File: src/rtl/code_stim_gen.sv
// Command-driven En/Slt/CntReset sequencer for the dual event counter.
// Tracks the counter's Slt phase locally so Output1 increments land exactly.
module code_stim_gen #(
  parameter int W = 16
) (
  input  logic         Clk,
  input  logic         Reset,
  input  logic         CmdValid,
  output logic         CmdReady,
  input  logic         CmdClear,
  input  logic [W-1:0] CmdCount0,
  input  logic [W-1:0] CmdCount1,
  input  logic [1:0]   CmdPad,
  input  logic         Hold,
  output logic         En,
  output logic         Slt,
  output logic         CntReset,
  output logic         Busy,
  output logic         Done,
  output logic [1:0]   Phase
);

  localparam int CW = W + 3;

  typedef enum logic [2:0] {
    IDLE  = 3'd0,
    CLEAR = 3'd1,
    RUN0  = 3'd2,
    RUN1  = 3'd3,
    DONE  = 3'd4
  } state_t;

  state_t        state, state_nx;
  logic [CW-1:0] n0_rem, n1_rem, n0_nx, n1_nx;
  logic [CW-1:0] acc_n0, acc_n1, acc_s1;
  logic [1:0]    acc_p, phase_nx;
  logic          hold_q, pulse, run_nx;

  always_comb begin
    // Phase at RUN1 entry: a clear zeroes the counter's phase first.
    acc_p  = CmdClear ? 2'd0 : Phase;
    acc_s1 = (CmdCount1 == '0) ? '0
           : ({1'b0, CmdCount1, 2'b00} - {{(CW-2){1'b0}}, acc_p});
    acc_n0 = {3'b000, CmdCount0};
    acc_n1 = acc_s1 + {{(CW-2){1'b0}}, CmdPad};
    pulse  = ((state == RUN0) || (state == RUN1)) && !hold_q;

    state_nx = state;
    n0_nx    = n0_rem;
    n1_nx    = n1_rem;
    phase_nx = Phase;

    case (state)
      IDLE: begin
        if (CmdValid) begin
          n0_nx = acc_n0;
          n1_nx = acc_n1;
          if (CmdClear)             state_nx = CLEAR;
          else if (acc_n0 != '0)    state_nx = RUN0;
          else if (acc_n1 != '0)    state_nx = RUN1;
          else                      state_nx = DONE;
        end
      end
      CLEAR: begin
        phase_nx = 2'd0;
        if (n0_rem != '0)         state_nx = RUN0;
        else if (n1_rem != '0)    state_nx = RUN1;
        else                      state_nx = DONE;
      end
      RUN0: begin
        if (pulse) begin
          n0_nx = n0_rem - 1'b1;
          if (n0_rem == {{(CW-1){1'b0}}, 1'b1})
            state_nx = (n1_rem != '0) ? RUN1 : DONE;
        end
      end
      RUN1: begin
        if (pulse) begin
          n1_nx    = n1_rem - 1'b1;
          phase_nx = Phase + 2'd1;
          if (n1_rem == {{(CW-1){1'b0}}, 1'b1})
            state_nx = DONE;
        end
      end
      DONE:    state_nx = IDLE;
      default: state_nx = IDLE;
    endcase

    run_nx = (state_nx == RUN0) || (state_nx == RUN1);
  end

  // Drive outputs are registered from the next state, so En/Slt line up
  // with the state they belong to; Hold lands in hold_q on the same edge.
  always_ff @(posedge Clk or posedge Reset) begin
    if (Reset) begin
      state    <= IDLE;
      n0_rem   <= '0;
      n1_rem   <= '0;
      Phase    <= 2'd0;
      hold_q   <= 1'b0;
      En       <= 1'b0;
      Slt      <= 1'b0;
      CntReset <= 1'b0;
      Busy     <= 1'b0;
      Done     <= 1'b0;
    end else begin
      state    <= state_nx;
      n0_rem   <= n0_nx;
      n1_rem   <= n1_nx;
      Phase    <= phase_nx;
      hold_q   <= Hold;
      En       <= run_nx && !Hold;
      Slt      <= (state_nx == RUN1) && !Hold;
      CntReset <= (state_nx == CLEAR);
      Busy     <= run_nx || (state_nx == CLEAR);
      Done     <= (state_nx == DONE);
    end
  end

  assign CmdReady = (state == IDLE);

endmodule

File: config.mk
export PLATFORM = sky130hd
export DESIGN_NAME = code_stim_gen
export DESIGN_NICKNAME = d
export VERILOG_FILES = /design/src/rtl/code_stim_gen.sv
export SDC_FILE = /design/constraint.sdc
export NUM_CORES = 1
export LEC_CHECK = 0
export CAP_MARGIN = 20
export CORE_UTILIZATION = 50
export CTS_CLUSTER_DIAMETER = 60
export DETAILED_ROUTE_END_ITERATION = 12
export PLACE_DENSITY_LB_ADDON = 0.15
export SYNTH_ARGS = -nofsm -noshare
export SYNTH_HDL_FRONTEND = slang
export SYNTH_SLANG_ARGS = --single-unit
File: constraint.sdc
create_clock -name Clk -period 5.83 [get_ports Clk]
set_input_delay 0.583 -clock Clk [delete_from_list [all_inputs] [get_ports Clk]]
set_output_delay 0.583 -clock Clk [all_outputs]
set_load 0.005 [all_outputs]
==> flow_metrics.env <==
export IMPL_status="completed"
export IMPL_grt_max_degree=50
export IMPL_placed_area_sq_mm=0.004722
export IMPL_cts_tree="yes"
export IMPL_rsz0062_at_grt="no"
export IMPL_antenna_cells=0
export IMPL_setup_violations=0
export IMPL_end_kind="flop"
export IMPL_first_iter_violations=296
export IMPL_cp_cell_sequence="clkdlybuf4s50_1 > or4_1 > or4_1 > and2_1 > ha_1 > a21oi_1 > nor2_1 > or4_1 > a211o_1 > a211o_1 > a2111o_1 > or4_1 > or4_4 > o21ai_2 > a211oi_1"
export IMPL_gp_congestion=0.9384
export IMPL_grt_overflow_total=0
export IMPL_ys_warn_count=0
export IMPL_netlist_area_sq_mm=0.004100
export IMPL_synth_seq_area_share_pct=29.91
export IMPL_die_area_sq_mm=0.008566
export IMPL_fin_crit_sh_pct=93.16
export IMPL_p_total_mw=1.745
export IMPL_drt_total_wl_microns=11170
export IMPL_h_tree_depth=2
export IMPL_cts_sinks=49
export IMPL_path_class="input port to flop"
export IMPL_cts_made_buffers=5
export IMPL_crit_required_ps=6010
export IMPL_crit_family="simple AND/OR/NAND/NOR gates"
export IMPL_crit_top_cell="or4_1"
export IMPL_grt_pass1_wl_microns=18360
export IMPL_yosys_area_share_simple_pct=31.19
export IMPL_vias_per_cell=6.391
export IMPL_synth_top_family_by_area="simple AND/OR/NAND/NOR gates"
export IMPL_comb_power_share_pct=49.4
export IMPL_yosysTopAreaCellShare_pct=29.91
export IMPL_mostFrequentLayoutCells="a21oi_1, nor2_1, o21ai_0, dfrtp_1, clkdlybuf4s50_1"
export IMPL_cp_buffers_inverters=1
export IMPL_slew_headroom_pct=30.78
export IMPL_clockBufferDepth=2
export IMPL_synth_area_leaders="dfrtp_1, a21oi_1, o21ai_0"
export IMPL_ir_worst_vdd_v=0.0001856
export IMPL_p_sw_share_pct=45.11
export IMPL_stdcell_count=688
export IMPL_max_freq_mhz=184.1
export IMPL_initial_core_util_pct=52.25
export IMPL_powerDensity_mw_per_mm2=358.5
export IMPL_clkPwrFrac_pct=14.7
export IMPL_hp_class="flop to flop"
export IMPL_p_leak_nw=1.791
export IMPL_avgSynthCellArea_sq_um=7.664
export IMPL_cap_viol_max_count=0
export IMPL_tightest_slew_ps=1035
export IMPL_period_needed_ps=5431
export IMPL_synth_net_count=582
export IMPL_port_buffers=46
export IMPL_synth_compound_area_share_pct=25.69
export IMPL_synth_edf_count=0
export IMPL_fp_dieW_microns=92.56
export IMPL_area_growth_pct=18.68
export IMPL_clkLatencyLatePin_ps=310
export IMPL_dp_cells=678
export IMPL_drive_above_1_share_pct=8.191
export IMPL_grt_use_total_pct=26.37
export IMPL_yosysUniqueCellTypes=66
export IMPL_path_clk_slew_ps=90
export IMPL_synth_ff_type="dfrtp_1"
export IMPL_p_switching_uw=786.9
export IMPL_cts_setup_buffers=0
export IMPL_synth_top_area_cell="dfrtp_1"
export IMPL_async_flop_share_pct=100.0
export IMPL_postCtsResizedCells=0
export IMPL_drv_slew=0
export IMPL_max_stage_delay_ps=580
export IMPL_fin_skew_ps=12.37
export IMPL_design_area_sq_mm=0.004866
export IMPL_detail_route_antenna_nets=0
export IMPL_pwr_share_seq_pct=35.9
export IMPL_rows=32
export IMPL_place_hpwl_microns=8275
export IMPL_slowest_stage="or4_1"
export IMPL_ys_ff_latch=49
export IMPL_fill_cells=716
export IMPL_final_util_pct=62.01
export IMPL_final_common_cell="a21oi_1"
export IMPL_hold_viol=0
export IMPL_cts_hold_fix_buffers=0
export IMPL_io_pins=47
export IMPL_via_count=4397
export IMPL_yosys_area_share_xor_xnor_pct=5.340
export IMPL_synth_mux_area_share_pct=1.495
export IMPL_root_buffer="clkbuf_8"
export IMPL_nets=632
export IMPL_drc=0
export IMPL_synthCells=535
export IMPL_first_pass_iters=5
export IMPL_core_area_sq_mm=0.007848
export IMPL_start_kind="input port"
export IMPL_finalSetupTns_ps=0
export IMPL_die_y_microns=92.56
export IMPL_cp_max_fo=5
export IMPL_intPower_uw=957.7
export IMPL_cp_arrival_ps=5610
export IMPL_yosys_area_share_adder_pct=2.624
export IMPL_routedWlPerCell_microns=16.24
export IMPL_grt_pass1_vias=3939
export IMPL_grt_antenna_before_repair=0
## synthesized netlist by cell type, drive strengths merged (3+ instances only)
cell type and instances:
xnor2 18, and2 3, ha 7, a21oi 64, clkbuf 18, mux2i 5, inv 9, or4 12
or2 4, nand2b 8, and3 4, nand4 10, o21ai 54, nand2 39, o22a 3, o211ai 5
buf 7, nand3 14, a22o 3, o22ai 3, nor4b 4, a31oi 4, nor4 23, a21o 5
o31ai 4, nor3 37, dfrtp 49, or3 10, a211oi 4, xor2 7, nand3b 6, nor2 59
## final timing paths
check / from / end / slack [ps] / cells after the start
min reg2reg: n1_rem[11] / n1_rem[11] / 490 / 1
min: n1_rem[11] / n1_rem[11] / 490 / 1
min in group asynchronous: Reset / n1_rem[13] / 520 / 2
max reg2reg: Phase[0] / Slt / 1360 / 12
max: CmdCount1[7] / Slt / 400 / 15
max in group asynchronous: Reset / state[0] / 4820 / 3
## layout make-up
class,instances,area [sq um],share of cell area [%]
repair buffers,68,638.1,13.11
flip-flops and latches,49,1226,25.20
clock buffers,7,86.33,1.774
clock inverters,1,30.03,0.6171
well taps,102,127.6,2.623
multi-input cells,451,2720,55.90
inverters,10,37.54,0.7714
## routing by layer
metal  share of wire [%]  global-route usage [%]  vias to the layer above
li1                    -                       -                     2109
met1                  46                   36.94                     2105
met2                  47                   42.84                      176
met3                 5.8                   4.105                        7
met4                0.72                   5.729                        0
met5                   0                       0                        -
## worst reg2reg max path, cell delays in order, from the launching register on
cell and delay, ps:
dfrtp_1 450, nand2b_1 110, ha_1 390, o31a_1 350, or2_1 270, or4_1 530, a211o_1 300, a211o_1 290
a2111o_1 280, or4_1 580, or4_4 530, o21ai_2 170, a211oi_1 90
## per-stage QoR
stage          hold WS (ps)  setup slack, ps
2_1_floorplan         439.6            517.1
3_3_place_gp          462.6            210.4
3_5_place_dp          474.9            107.1
4_1_cts               486.8            437.1
5_1_grt               539.9            245.3
6_report              492.6            398.6
## power groups by stage
stage	Clock [mW]	Sequential [mW]	Combinational, mW
5_1_grt	0.270	0.649	0.970
2_1_floorplan	0	0.589	0.621
4_1_cts	0.256	0.622	0.846
3_5_place_dp	0	0.628	0.842
6_report	0.256	0.627	0.861
3_3_place_gp	0	0.621	0.819
## state kept, by name (all words and copies together), names as in the netlist
register / count
En: 1
state: 3
Busy: 1
n1_rem: 19
Slt: 1
Done: 1
CntReset: 1
Phase: 2
hold_q: 1
n0_rem: 19
## kinds of logic (layout without fill, tap and decap cells)
logic type	Yosys count	count (layout)
mux	6	6
buf+inv	35	86
flops	49	49
xor+xnor	25	25
fa+ha+maj	8	8
compound gates	174	174
simple gates	238	238
No activity file was read; power rests on OpenSTA's default activity.
